File: config.mk
export PLATFORM = sky130hd
export DESIGN_NAME = dppm_decoder
export DESIGN_NICKNAME = d
export VERILOG_FILES = /design/src/rtl/dppm_decoder.sv
export SDC_FILE = /design/constraint.sdc
export NUM_CORES = 1
export LEC_CHECK = 0
export BUFFER_PORTS_ARGS = -buffer_cell sky130_fd_sc_hd__buf_2
export CAP_MARGIN = 20
export CORE_MARGIN = 2
export CORE_UTILIZATION = 39
export DETAILED_ROUTE_END_ITERATION = 16
export PLACE_DENSITY = 0.57
export SLEW_MARGIN = 20
export SYNTH_ARGS = -nofsm -noshare
export SYNTH_HDL_FRONTEND = slang
export SYNTH_SLANG_ARGS = --single-unit
export TNS_END_PERCENT = 1
File: constraint.sdc
create_clock -name clock -period 4.3 [get_ports clock]
set_input_delay 0.43 -clock clock [delete_from_list [all_inputs] [get_ports clock]]
set_output_delay 0.43 -clock clock [all_outputs]
set_load 0.02 [all_outputs]
File: src/rtl/dppm_decoder.sv
// dppm_decoder: receive-side D-PPM decoder.
// Synchronizes the photodetector level and detects LED-on edges. It measures
// the clock gap between successive edges and turns each gap into one bit.
// PACKET_SIZE bits are assembled LSB-first into a packet.
//
// Ports:
//   clock    - system clock, rising edge
//   reset    - asynchronous, active-high reset
//   light_in - raw photodetector level, asynchronous to clock
//   data_out - last completed packet; held until the next valid
//   valid    - one-cycle strobe, data_out updated this cycle
//   error    - one-cycle strobe, reception aborted (glitch or timeout)
//   busy     - high while a packet is being received
module dppm_decoder #(
    parameter int unsigned PACKET_SIZE   = 16,
    parameter int unsigned INTERVAL_LOW  = 4,
    parameter int unsigned INTERVAL_HIGH = 8,
    parameter int unsigned TOLERANCE     = 2,
    parameter int unsigned COUNTER_SIZE  = 8,
    parameter bit          LED_ON_LEVEL  = 1'b1
) (
    input  logic                   clock,
    input  logic                   reset,
    input  logic                   light_in,
    output logic [PACKET_SIZE-1:0] data_out,
    output logic                   valid,
    output logic                   error,
    output logic                   busy
);

    localparam int unsigned IdxW   = (PACKET_SIZE > 1) ? $clog2(PACKET_SIZE) : 1;
    localparam int unsigned Thresh = (INTERVAL_LOW + INTERVAL_HIGH + 2) / 2;
    localparam int unsigned MinGap = INTERVAL_LOW + 1 - TOLERANCE;
    localparam int unsigned MaxGap = INTERVAL_HIGH + 1 + TOLERANCE;
    localparam logic        LedOff = ~LED_ON_LEVEL;

    localparam logic [COUNTER_SIZE-1:0] ThreshC = COUNTER_SIZE'(Thresh);
    localparam logic [COUNTER_SIZE-1:0] MinGapC = COUNTER_SIZE'(MinGap);
    localparam logic [COUNTER_SIZE-1:0] MaxGapC = COUNTER_SIZE'(MaxGap);
    localparam logic [IdxW-1:0]         LastIdx = IdxW'(PACKET_SIZE - 1);

    typedef enum logic [1:0] {StIdle, StReceive, StDone} state_e;

    logic                    sync1_q, sync2_q, prev_q, strobe_q;
    logic [COUNTER_SIZE-1:0] counter_q;
    state_e                  state_q;
    logic [IdxW-1:0]         idx_q;
    logic [PACKET_SIZE-1:0]  shreg_q, shreg_ins;
    logic                    gap_short, gap_long, bit_one;

    // Two-flop synchronizer, edge history and registered edge strobe. All
    // flops reset to LED-off so a level held on across reset yields one edge.
    always_ff @(posedge clock or posedge reset) begin
        if (reset) begin
            sync1_q  <= LedOff;
            sync2_q  <= LedOff;
            prev_q   <= LedOff;
            strobe_q <= 1'b0;
        end else begin
            sync1_q  <= light_in;
            sync2_q  <= sync1_q;
            prev_q   <= sync2_q;
            strobe_q <= (sync2_q == LED_ON_LEVEL) && (prev_q != LED_ON_LEVEL);
        end
    end

    // Gap counter: restarts at 1 on every edge, saturates at all-ones.
    always_ff @(posedge clock or posedge reset) begin
        if (reset) begin
            counter_q <= '0;
        end else if (strobe_q) begin
            counter_q <= COUNTER_SIZE'(1);
        end else if (counter_q != '1) begin
            counter_q <= counter_q + COUNTER_SIZE'(1);
        end
    end

    always_comb begin
        gap_short = counter_q < MinGapC;
        // Past MaxGap means timeout, whether or not an edge arrives now.
        gap_long  = counter_q > MaxGapC;
        bit_one   = counter_q > ThreshC;
        shreg_ins = shreg_q;
        shreg_ins[idx_q] = bit_one;
    end

    always_ff @(posedge clock or posedge reset) begin
        if (reset) begin
            state_q  <= StIdle;
            idx_q    <= '0;
            shreg_q  <= '0;
            data_out <= '0;
            valid    <= 1'b0;
            error    <= 1'b0;
            busy     <= 1'b0;
        end else begin
            valid <= 1'b0;
            error <= 1'b0;
            unique case (state_q)
                StIdle: begin
                    if (strobe_q) begin
                        state_q <= StReceive;
                        idx_q   <= '0;
                        shreg_q <= '0;
                        busy    <= 1'b1;
                    end
                end
                StReceive: begin
                    if (gap_long || (strobe_q && gap_short)) begin
                        error   <= 1'b1;
                        busy    <= 1'b0;
                        state_q <= StIdle;
                    end else if (strobe_q) begin
                        shreg_q <= shreg_ins;
                        idx_q   <= idx_q + IdxW'(1);
                        if (idx_q == LastIdx) begin
                            data_out <= shreg_ins;
                            valid    <= 1'b1;
                            busy     <= 1'b0;
                            state_q  <= StDone;
                        end
                    end
                end
                StDone: begin
                    // An edge here already starts the next packet.
                    if (strobe_q) begin
                        state_q <= StReceive;
                        idx_q   <= '0;
                        shreg_q <= '0;
                        busy    <= 1'b1;
                    end else begin
                        state_q <= StIdle;
                    end
                end
                default: begin
                    state_q <= StIdle;
                    busy    <= 1'b0;
                end
            endcase
        end
    end

endmodule

# --- Yosys cells after proc, flatten, opt, wreduce, memory -nomap -nowiden ---
# Index checks and enable logic that the tools add are counted.
op_classes:
  addsub: 2
  mul: 0
  n_div: 0
  magnitude_cmp: 5
  n_eq_ne: 10
  n_shift: 0
  n_mux: 30
  bitwise_logic: 2
  n_reduce_logical: 12
ops:
  columns: ["cell", "n"]
  rows:
  - ["$mux 16", 3]
  - ["$pmux 16 s2", 1]
  - ["$bwmux 16", 1]
  - ["$mux 8", 2]
  - ["$mux 1", 12]
  - ["$mux 4", 3]
  - ["$add 8x1->8 const B", 1]
  - ["$gt 8x3->1 const B", 1]
  - ["$gt 8x4->1 const B", 1]
  - ["$lt 8x2->1 const B", 1]
  - ["$mux 2", 4]
  - ["$ne 8x8->1 const B", 1]
  - ["$pmux 4 s2", 1]
  - ["$reduce_and 4->1", 2]
  - ["$ne 2x2->1 const B", 3]
  - ["$ne 3x3->1 const B", 2]
  - ["$pmux 2 s3", 1]
  - ["$reduce_and 3->1", 2]
  - ["$lt 4x5->1 const B", 1]
  - ["$add 4x1->4 const B", 1]
  - ["$demux 1 s4", 1]
  - ["$eq 4x4->1 const B", 1]
  - ["$ge 4x1->1 const B", 1]
  - ["$reduce_bool 2->1", 2]
  - ["other kinds (9)", 12]
word_totals:
  regBits: 53
  latchBits: 0
  ramBits: 0
  rom_bits: 0
  input_bits: 3
  out_inout_bits: 19
  elab_cells: 73
  n_memories: 0

# --- Depth between registers and ports, before layout ---
# Gate-level depths: netlist (run 1).
depth:
  ltp_word: 8
  ltp_mapped: 6
  mapped_depth_nobuf: 6

# --- Worst setup path before layout (run 1) ---
# No wires, ideal clock.
synth_path:
  kind: "register to register"
  from: "register counter_q[6]"
  to: "register data_out[0]"
  setup_ps: 125
  t_arrival_ps: 2239
  required_ps: 4175
  slack_ps: 1935
  path_stages_with_launch: 7
  path_buffers: 2
  period_less_slack_ps: 2365
  cell_sequence: "dfrtp_1 or4_1 buf_2 or4_4 nor2_8 buf_12 mux2_4"
synth_between:
  elab_chain_cells: 5
  word_cells_on_any_way: 8
  classes_between: "order compare: 3; mux: 1; bitwise: 1; reduce/logical: 3"
synth_rtl:
  columns: ["element", "line_no", "rtl"]
  rows:
  - ["start: declaration", "45", "logic [COUNTER_SIZE-1:0] counter_q;"]
  - ["start signal: assignment", "74", "counter_q <= counter_q + COUNTER_SIZE'(1);"]
  - ["$lt 8x2->1", "79", "gap_short = counter_q < MinGapC;"]
  - ["$logic_and 1x1->1", "109", "if (gap_long || (strobe_q && gap_short)) begin"]
  - ["$logic_or 1x1->1", "109", null]
  - ["$not 1->1 (no source line)", null, null]
  - ["$reduce_and 4->1 (no source line)", null, null]
  - ["end signal: assignment", "117", "data_out <= shreg_ins;"]
  - ["end: declaration", "25", "output logic [PACKET_SIZE-1:0] data_out,"]
# Parallel ways exist; a longest one is shown, timed or not.
# A chain may end at the register's enable or synchronous reset.

# --- Final worst setup path (run 1) ---
layout_path:
  from: "register counter_q[7]"
  to: "register data_out[13]"
# Same word-level chain as after synthesis.

==> flow_metrics.env, run 1 <==
export IMPL_via_count_of_the_first_global_routing_pass=1823
export IMPL_post_place_ws_ps=1620
export IMPL_critPathRequiredTime_ps=4500
export IMPL_report_final_hold_viol_count=0
export IMPL_insertedDiodeCount=0
export IMPL_io_buffer_count=21
export IMPL_worst_ir_drop_vdd_v=0.000185
export IMPL_place_congestion=0.740
export IMPL_drt_drc_violations_left=0
export IMPL_gate_count_post_synth=239
export IMPL_synth_async_sr_flop_share_pct=100
export IMPL_firstDrtPassIters=4
export IMPL_layout_worst_path_cycle_share_pct=62.7
export IMPL_cp_slowest_stage_delay_ps=740
export IMPL_tritoncts_num_buffers=5
export IMPL_synth_distinct_cells=43
export IMPL_detail_route_antenna_nets=0
export IMPL_ys_seq_elements=52
export IMPL_slew_headroom_pct=31.6
export IMPL_tritoncts="yes"
export IMPL_num_nets_final=262
export IMPL_dp_final_hpwl_mm=3.17
export IMPL_yosys_warnings=0
export IMPL_grt_first_pass_wirelength_mm=8.78
export IMPL_initial_core_util_pct=40.4
export IMPL_maxClockFrequency_mhz=371
export IMPL_cellPowerDensity_nw_per_um2=497
export IMPL_finalClockSkew_ps=13.0
export IMPL_period_minus_slack_ps=2700
export IMPL_critical_path_slowest_cell="sky130_fd_sc_hd__or4_4"
export IMPL_setup_violations=0
export IMPL_outcome="finished, final reports clean"
export IMPL_path_class="reg -> reg"
export IMPL_critical_path_cell_chain="or4_1 > or4_4 > nor2_8 > mux2_2"
export IMPL_synth_nets=247
export IMPL_rsz0062_at_grt="false"
export IMPL_synth_yosys_seq_area_share_pct=50.4
export IMPL_maximum_buffer_depth_of_the_clock_tree=2
export IMPL_cts_sinks=52
export IMPL_die_y_um=85.4
export IMPL_syn_avg_cell_area_um2=10.8
export IMPL_max_slew_worst_pin_slew_ps=1020
export IMPL_ys_flop_type="sky130_fd_sc_hd__dfrtp_1"
export IMPL_worstSetupStartpointType="flip-flop"
export IMPL_detail_route_wirelength_mm=5.06
export IMPL_worst_hold_slack_ps=219
export IMPL_global_route_overflow_total=0
export IMPL_row_count=29
export IMPL_post_synth_instance_area_um2=2580
export IMPL_path_clk_slew_ps=100
export IMPL_chipWidth_um=85.4
export IMPL_fillCellCount=627
export IMPL_timing_hold_worst_class="in -> reg"
export IMPL_viasPerCell=5.66
export IMPL_ctsHoldBuffers=0
export IMPL_cts_repair_resized=0
export IMPL_groute_usage_overall_pct=15.3
export IMPL_design_portCount=22
export IMPL_vias=1880
export IMPL_clock_insertion_delay_worst_skew_ps=310
export IMPL_final_worst_path_setup_slack_ps=1600
export IMPL_drv_max_cap_violation_count=0
export IMPL_final_cell_mix="52 x sky130_fd_sc_hd__dfrtp_1, 21 x sky130_fd_sc_hd__buf_2, 19 x sky130_fd_sc_hd__nand2_1, 16 x sky130_fd_sc_hd__nor2_1, 16 x sky130_fd_sc_hd__o21ai_0"
export IMPL_synth_edf_count=0
export IMPL_final_common_cell="sky130_fd_sc_hd__dfrtp_1"
export IMPL_power_leakage_nw=1.42
export IMPL_cts_setup_buffers=0
export IMPL_fin_setup_tns_ps=0
export IMPL_cts_h_tree_lvls=2
export IMPL_ctsRootBufferMaster="sky130_fd_sc_hd__clkbuf_8"
export IMPL_maximum_number_of_pins_on_one_net_before_global_route_repair=53
export IMPL_flow_area_growth_from_synthesis_pct=9.99
export IMPL_dr_first_iter_drc_count=114
export IMPL_antenna_found_initial=0
export IMPL_final_layout_size_suffix_gt1_share_pct=20.4
export IMPL_drt_wirelength_per_cell_um=15.2
export IMPL_drv_slew=0
export IMPL_crit_path_max_fanout=20
export IMPL_floorplan_die_area_um2=7290
export IMPL_core_region_area_um2=6390
export IMPL_worst_ep_arrival_time_ps=2890
export IMPL_worstSetupEndpointType="flip-flop"
==> cell usage after synthesis, types with 2 or more instances <==
cell,n,share of area [%]
sky130_fd_sc_hd__dfrtp_1,52,50
sky130_fd_sc_hd__nand2_1,19,2.8
sky130_fd_sc_hd__nor2_1,16,2.3
sky130_fd_sc_hd__o21ai_0,16,3.1
sky130_fd_sc_hd__a21o_1,13,3.8
sky130_fd_sc_hd__o22ai_1,13,3.2
sky130_fd_sc_hd__clkbuf_1,10,1.5
sky130_fd_sc_hd__mux2_4,9,5.2
sky130_fd_sc_hd__nand3b_1,9,2.6
sky130_fd_sc_hd__nand3_1,7,1.4
sky130_fd_sc_hd__mux2_2,6,2.6
sky130_fd_sc_hd__ha_1,5,2.4
sky130_fd_sc_hd__inv_1,5,0.73
sky130_fd_sc_hd__a21oi_1,4,0.78
sky130_fd_sc_hd__and3_1,4,0.97
sky130_fd_sc_hd__nor2b_1,4,0.97
sky130_fd_sc_hd__nor4_1,4,0.97
sky130_fd_sc_hd__a22o_1,3,1.0
sky130_fd_sc_hd__and2_1,3,0.73
sky130_fd_sc_hd__buf_2,3,0.58
sky130_fd_sc_hd__xor2_1,3,1.0
sky130_fd_sc_hd__a211o_1,2,0.68
sky130_fd_sc_hd__a311oi_1,2,0.68
sky130_fd_sc_hd__nor3_1,2,0.39
sky130_fd_sc_hd__nor3b_1,2,0.58
sky130_fd_sc_hd__nor4b_1,2,0.68
sky130_fd_sc_hd__o211ai_1,2,0.58
sky130_fd_sc_hd__o21bai_1,2,0.58
sky130_fd_sc_hd__or3b_2,2,0.68
sky130_fd_sc_hd__or4_1,2,0.58
==> metal layers <==
metal,up-vias,part of all wire [%],track usage [%]
li1,902,-,-
met1,926,49,20.8
met2,41,45,24.1
met3,11,4.2,3.40
met4,0,1.8,5.77
met5,-,0,0
==> cell families (layout without fill, tap and decap cells) <==
| family | after synthesis | in the layout | synth area share (%) |
|---|---|---|---|
| compound gates | 63 | 63 | 16.5 |
| xor+xnor | 3 | 3 | 1.02 |
| fa+ha+maj | 5 | 5 | 2.42 |
| buf+inv | 19 | 35 | 3.54 |
| flops | 52 | 52 | 50.4 |
| mux | 16 | 16 | 8.24 |
| simple gates | 81 | 81 | 17.8 |
==> power by group <==
group | switching, W | total (W) | internal [W]
registers | 0.000118 | 0.000671 | 0.000553
clock network | 0.000169 | 0.000360 | 0.000191
logic | 0.000233 | 0.000380 | 0.000147
==> sequential cells by signal, indices dropped and copies added (netlist names) <==
signal     flops
idx_q          4
busy           1
prev_q         1
data_out      16
strobe_q       1
sync1_q        1
shreg_q       15
valid          1
sync2_q        1
state_q        2
counter_q      8
error          1
==> worst max-delay path, delay by kind of cell, from the launching register on <==
family | cells | cell delay, ps
simple gates | 3 | 1750
flops | 1 | 430
mux | 1 | 380
==> final timing paths <==
kind	startpoint	to	slack, ps	depth (start not counted)
max	counter_q[7]$_DFFE_PP0P_	data_out[13]$_DFFE_PP0P_	1600	4
min	light_in	sync1_q$_DFF_PP0_	220	1
max reg2reg	counter_q[7]$_DFFE_PP0P_	data_out[13]$_DFFE_PP0P_	1600	4
min reg2reg	sync1_q$_DFF_PP0_	sync2_q$_DFF_PP0_	360	0
max in group asynchronous	reset	data_out[9]$_DFFE_PP0P_	3560	3
min in group asynchronous	reset	counter_q[3]$_DFFE_PP0P_	280	3
==> final cells by class <==
class | count | area [um^2] | share of cell area [%]
Timing Repair Buffer | 22 | 113 | 3.97
Multi-Input combinational cell | 168 | 1190 | 41.9
Sequential cell | 52 | 1300 | 45.8
Clock buffer | 6 | 82.6 | 2.91
Inverter | 5 | 18.8 | 0.661
Clock inverter | 2 | 38.8 | 1.37
Tap cell | 77 | 96.3 | 3.39
==> stage by stage <==
step / util, % / power, W / area (um^2) / cells
floorplan: - / 0.000962 / 2580 / 239
global placement: 42.6 / 0.00105 / 2720 / 324
detailed placement: 42.6 / 0.00106 / 2720 / 324
CTS: 44.5 / 0.00142 / 2840 / 332
global route: 44.5 / 0.00150 / 2840 / 332
finish: 44.5 / 0.00141 / 2840 / 332
(Power assumes the default switching activity.)
==> run 2: changes to the inputs <==
Clock period 4.3 ns to 2.75 ns, I/O delays scaled along.
==> flow_metrics.env, run 2 (synthesized netlist as in run 1, its figures left out) <==
export IMPL_groute_usage_overall_pct=15.6
export IMPL_rsz0062_at_grt="false"
export IMPL_timing_hold_worst_class="in -> reg"
export IMPL_final_layout_size_suffix_gt1_share_pct=22.1
export IMPL_fin_setup_tns_ps=0
export IMPL_slew_headroom_pct=57.7
export IMPL_viasPerCell=5.51
export IMPL_io_buffer_count=21
export IMPL_met3_usage_pct=3.21
export IMPL_path_class="reg -> reg"
export IMPL_period_minus_slack_ps=2440
export IMPL_row_count=29
export IMPL_cts_sinks=52
export IMPL_drv_max_cap_violation_count=0
export IMPL_insertedDiodeCount=0
export IMPL_power_combinational_fraction_pct=31.7
export IMPL_grt_util_met1_pct=21.9
export IMPL_vias=1867
export IMPL_tritoncts_num_buffers=5
export IMPL_worstSetupEndpointType="flip-flop"
export IMPL_dr_first_iter_drc_count=86
export IMPL_detail_route_antenna_nets=0
export IMPL_drt_drc_violations_left=0
export IMPL_die_y_um=85.4
export IMPL_path_clk_slew_ps=90
export IMPL_flow_area_growth_from_synthesis_pct=12.3
export IMPL_critical_path_cell_chain="or4_1 > or4_4 > nor2_8 > mux2_2"
export IMPL_top_register="data_out"
export IMPL_maximum_number_of_pins_on_one_net_before_global_route_repair=33
export IMPL_report_final_hold_viol_count=0
export IMPL_firstDrtPassIters=4
export IMPL_clockPowerShare_pct=25.2
export IMPL_power_w=0.00228
export IMPL_via_count_of_the_first_global_routing_pass=1856
export IMPL_cp_num_cells=4
export IMPL_top_regs="data_out (16), shreg_q (15), counter_q (8)"
export IMPL_clock_insertion_delay_worst_skew_ps=310
export IMPL_cp_slowest_stage_delay_ps=600
export IMPL_drt_wirelength_per_cell_um=15.3
export IMPL_max_slew_worst_pin_slew_ps=625
export IMPL_worst_ep_arrival_time_ps=2640
export IMPL_design_portCount=22
export IMPL_detail_route_wirelength_mm=5.20
export IMPL_switchingPower_w=0.000816
export IMPL_chipWidth_um=85.4
export IMPL_place_inst=330
export IMPL_maxClockFrequency_mhz=410
export IMPL_cellPowerDensity_nw_per_um2=785
export IMPL_grt_first_pass_wirelength_mm=9.06
export IMPL_cts_setup_buffers=0
export IMPL_crit_path_max_fanout=16
export IMPL_rr_worst_depth=4
export IMPL_critPathRequiredTime_ps=2950
export IMPL_highest_utilization_routing_layer_at_the_global_route_stage="met2"
export IMPL_outcome="finished, final reports clean"
export IMPL_place_congestion=0.718
export IMPL_antenna_found_initial=0
export IMPL_hold_depth=1
export IMPL_tritoncts="yes"
export IMPL_critical_path_buf_inv_count=0
export IMPL_cts_h_tree_lvls=2
export IMPL_critical_path_slowest_cell="sky130_fd_sc_hd__or4_4"
export IMPL_final_common_cell="sky130_fd_sc_hd__dfrtp_1"
export IMPL_final_cell_mix="52 x sky130_fd_sc_hd__dfrtp_1, 21 x sky130_fd_sc_hd__buf_2, 19 x sky130_fd_sc_hd__nand2_1, 16 x sky130_fd_sc_hd__nor2_1, 16 x sky130_fd_sc_hd__o21ai_0"
export IMPL_finalClockSkew_ps=4.57
export IMPL_ctsRootBufferMaster="sky130_fd_sc_hd__clkbuf_8"
export IMPL_power_sequential_fraction_pct=43.1
export IMPL_num_nets_final=269
export IMPL_floorplan_die_area_um2=7290
export IMPL_power_leakage_nw=1.46
export IMPL_maximum_buffer_depth_of_the_clock_tree=2
export IMPL_global_route_overflow_total=0
export IMPL_worstSetupStartpointType="flip-flop"
export IMPL_largest_reg_flops=16
export IMPL_p_int_w=0.00146
export IMPL_layout_worst_path_cycle_share_pct=88.7
export IMPL_switching_share_pct=35.9
export IMPL_worst_ir_drop_vdd_v=0.000302
export IMPL_drv_slew=0
export IMPL_initial_core_util_pct=40.4
export IMPL_core_region_area_um2=6390
export IMPL_use_met2_pct=24.4
export IMPL_setup_violations=0
export IMPL_cpLargestDelayFamily="simple AND/OR/NAND/NOR gates"
export IMPL_final_std_cells_w_o_fill=339
export IMPL_dp_final_hpwl_mm=3.39
run 2: area by class of cell:
type | count | area, um^2
fillers | 614 | 3490
flip-flops and latches | 52 | 1300
multi-input cells | 168 | 1190
repair buffers | 29 | 168
clock buffers | 7 | 96.3
well taps | 77 | 96.3
clock inverters | 1 | 30.0
inverters | 5 | 18.8
run 2: per-layer routing:
metal / vias to the layer above / share of wire (%)
met4: 0 / 0.90
met5: - / 0
met1: 918 / 51
li1: 915 / -
met2: 30 / 45
met3: 4 / 3.3
run 2: power groups by stage:
stage / clock network (W) / logic, W / registers, W
after floorplan: 0 / 0.000534 / 0.000970
after global placement: 0 / 0.000710 / 0.000992
after detailed placement: 0 / 0.000721 / 0.000994
after CTS: 0.000596 / 0.000727 / 0.000979
after global routing: 0.000627 / 0.000807 / 0.00100
final: 0.000574 / 0.000722 / 0.000980
run 2: path summary, 6_finish.rpt:
kind / startpoint / to / slack (ps)
setup / recovery: counter_q[7]$_DFFE_PP0P_ / data_out[9]$_DFFE_PP0P_ / 310
hold / removal: light_in / sync1_q$_DFF_PP0_ / 70
setup reg to reg: counter_q[7]$_DFFE_PP0P_ / data_out[9]$_DFFE_PP0P_ / 310
hold reg to reg: sync1_q$_DFF_PP0_ / sync2_q$_DFF_PP0_ / 370
max in group asynchronous: reset / idx_q[0]$_DFFE_PP0P_ / 1460
min in group asynchronous: reset / counter_q[4]$_DFFE_PP0P_ / 510
run 2: worst reg2reg max path: cells and delay by family (launching register included):
family / cells / cell delay, ps
simple gates: 3 / 1510
mux: 1 / 390
flops: 1 / 440
run 2: stage by stage:
| step | cell area, um^2 | worst slack [ps] | hold WS (ps) | utilization (%) |
|---|---|---|---|---|
| 3_5_place_dp | 2760 | 337 | 313 | 43.3 |
| 6_report | 2900 | 311 | 69.3 | 45.4 |
| 4_1_cts | 2900 | 311 | 58.9 | 45.4 |
| 2_1_floorplan | 2580 | 385 | 306 | - |
| 3_3_place_gp | 2760 | 360 | 303 | 43.3 |
| 5_1_grt | 2900 | 230 | 46.9 | 45.4 |
run 2: what timing repair did:
| action | CTS | global route |
|---|---|---|
| resized for setup | 0 | 0 |
| endpoints found under the setup margin | 0 | 0 |
| hold endpoints to repair | 20 | 0 |
| hold buffers | 1 | 0 |
==> run 3: changes to the inputs <==
Settings changed: PLACE_DENSITY 0.57 to unset.
==> flow_metrics.env, run 3 (synthesized netlist as in run 1, its figures left out) <==
export IMPL_crit_path_max_fanout=16
export IMPL_detail_route_antenna_nets=0
export IMPL_violations="negative hold slack"
export IMPL_floorplan_die_area_um2=7290
export IMPL_drt_drc_violations_left=0
export IMPL_rsz0062_at_grt="false"
export IMPL_grt_first_pass_wirelength_mm=8.78
export IMPL_drt_wirelength_per_cell_um=15.0
export IMPL_critical_path_slowest_cell="sky130_fd_sc_hd__or4_1"
export IMPL_cpLargestDelayFamily="simple AND/OR/NAND/NOR gates"
export IMPL_ctsHoldBuffers=0
export IMPL_path_clk_slew_ps=100
export IMPL_insertedDiodeCount=0
export IMPL_timing_hold_worst_class="in -> async"
export IMPL_finalClockSkew_ps=9.94
export IMPL_fin_setup_tns_ps=0
export IMPL_largest_reg_flops=16
export IMPL_met3_usage_pct=3.31
export IMPL_global_route_overflow_total=0
export IMPL_report_final_hold_viol_count=24
export IMPL_critical_path_cell_chain="or4_1 > or4_4 > nor2_8 > mux2_2"
export IMPL_critPathRequiredTime_ps=2950
export IMPL_maxClockFrequency_mhz=399
export IMPL_maximum_buffer_depth_of_the_clock_tree=2
export IMPL_grt_util_met1_pct=21.4
export IMPL_worst_ir_drop_vdd_v=0.000327
export IMPL_outcome="complete, but fails checks"
export IMPL_chipWidth_um=85.4
export IMPL_num_nets_final=267
export IMPL_cts_setup_buffers=0
export IMPL_groute_usage_overall_pct=15.0
export IMPL_place_congestion=0.742
export IMPL_post_place_ws_ps=220
export IMPL_cts_repair_resized=0
export IMPL_worst_ep_arrival_time_ps=2710
export IMPL_drv_slew=0
export IMPL_highest_utilization_routing_layer_at_the_global_route_stage="met2"
export IMPL_antenna_found_initial=0
export IMPL_final_worst_path_setup_slack_ps=243
export IMPL_clock_insertion_delay_worst_skew_ps=310
export IMPL_period_minus_slack_ps=2510
export IMPL_use_met2_pct=22.8
export IMPL_max_slew_worst_pin_slew_ps=611
export IMPL_rr_startpoint="counter_q[7]$_DFFE_PP0P_"
export IMPL_flow_area_growth_from_synthesis_pct=11.4
export IMPL_final_core_utilization_pct=45.0
export IMPL_tritoncts="yes"
export IMPL_fillCellCount=629
export IMPL_tritoncts_num_buffers=5
export IMPL_final_common_cell="sky130_fd_sc_hd__dfrtp_1"
export IMPL_dr_first_iter_drc_count=105
export IMPL_layout_worst_path_cycle_share_pct=91.2
export IMPL_power_leakage_nw=1.44
export IMPL_via_count_of_the_first_global_routing_pass=1815
export IMPL_critical_path_buf_inv_count=0
export IMPL_top_regs="data_out (16), shreg_q (15), counter_q (8)"
export IMPL_top_register="data_out"
export IMPL_setup_reg_to_reg_worst_slack_ps=240
export IMPL_design_portCount=22
export IMPL_maximum_number_of_pins_on_one_net_before_global_route_repair=29
export IMPL_cts_h_tree_lvls=2
export IMPL_ctsRootBufferMaster="sky130_fd_sc_hd__clkbuf_8"
export IMPL_final_cell_mix="52 x sky130_fd_sc_hd__dfrtp_1, 21 x sky130_fd_sc_hd__buf_2, 19 x sky130_fd_sc_hd__nand2_1, 16 x sky130_fd_sc_hd__nor2_1, 16 x sky130_fd_sc_hd__o21ai_0"
export IMPL_worstSetupStartpointType="flip-flop"
export IMPL_rr_worst_depth=4
export IMPL_core_region_area_um2=6390
export IMPL_firstDrtPassIters=4
export IMPL_worstSetupEndpointType="flip-flop"
export IMPL_detail_route_wirelength_mm=5.04
export IMPL_final_std_cells_w_o_fill=337
export IMPL_worst_hold_slack_ps=-7.18
export IMPL_viasPerCell=5.55
export IMPL_cp_slowest_stage_delay_ps=640
export IMPL_setup_violations=0
export IMPL_slew_headroom_pct=58.7
export IMPL_dp_final_hpwl_mm=3.41
export IMPL_place_inst=329
export IMPL_final_layout_size_suffix_gt1_share_pct=21.9
export IMPL_io_buffer_count=21
export IMPL_cellPowerDensity_nw_per_um2=782
export IMPL_die_y_um=85.4
export IMPL_critical_path_reg2reg_endpoint="data_out[11]$_DFFE_PP0P_"
export IMPL_row_count=29
export IMPL_cts_sinks=52
export IMPL_drv_max_cap_violation_count=0
export IMPL_vias=1872
export IMPL_path_class="reg -> reg"
export IMPL_initial_core_util_pct=40.4
## run 3: worst max-delay path by stage
| stage | from | end | slack [ps] | depth (start not counted) |
|---|---|---|---|---|
| 6_report | counter_q[7]$_DFFE_PP0P_ | data_out[11]$_DFFE_PP0P_ | 240 | 4 |
| 5_1_grt | counter_q[6]$_DFFE_PP0P_ | data_out[9]$_DFFE_PP0P_ | 150 | 4 |
| 4_1_cts | counter_q[6]$_DFFE_PP0P_ | data_out[11]$_DFFE_PP0P_ | 220 | 4 |
| 3_5_place_dp | counter_q[6]$_DFFE_PP0P_ | data_out[11]$_DFFE_PP0P_ | 220 | 4 |
| 3_3_place_gp | counter_q[7]$_DFFE_PP0P_ | data_out[9]$_DFFE_PP0P_ | 260 | 4 |
| 2_1_floorplan | counter_q[6]$_DFFE_PP0P_ | data_out[0]$_DFFE_PP0P_ | 390 | 6 |
## run 3: report_power, final
| group | leakage [nW] | internal [W] | total [W] | switching [W] |
|---|---|---|---|---|
| clock network | 0.0614 | 0.000298 | 0.000555 | 0.000257 |
| registers | 0.696 | 0.000865 | 0.000982 | 0.000117 |
| logic | 0.686 | 0.000270 | 0.000713 | 0.000443 |
## run 3: layout make-up
cell class                 count  area (um^2)  share of cell area [%]
clock buffer                   6         82.6                    2.87
clock inverter                 2         38.8                    1.35
inverter                       5         18.8                   0.652
multi-input combinational    168         1190                    41.3
sequential                    52         1300                    45.2
tap                           77         96.3                    3.35
timing repair buffer          27          150                    5.22
## run 3: routing by layer
| layer | part of all wire, % | up-vias |
|---|---|---|
| li1 | - | 918 |
| met1 | 51 | 926 |
| met2 | 45 | 24 |
| met3 | 2.8 | 4 |
| met4 | 0.95 | 0 |
| met5 | 0 | - |
## run 3: per-stage QoR
stage	total power [W]	instance area, um^2
after floorplan	0.00150	2580
after global placement	0.00170	2760
after detailed placement	0.00171	2760
after CTS	0.00227	2880
after global routing	0.00241	2880
final	0.00225	2880
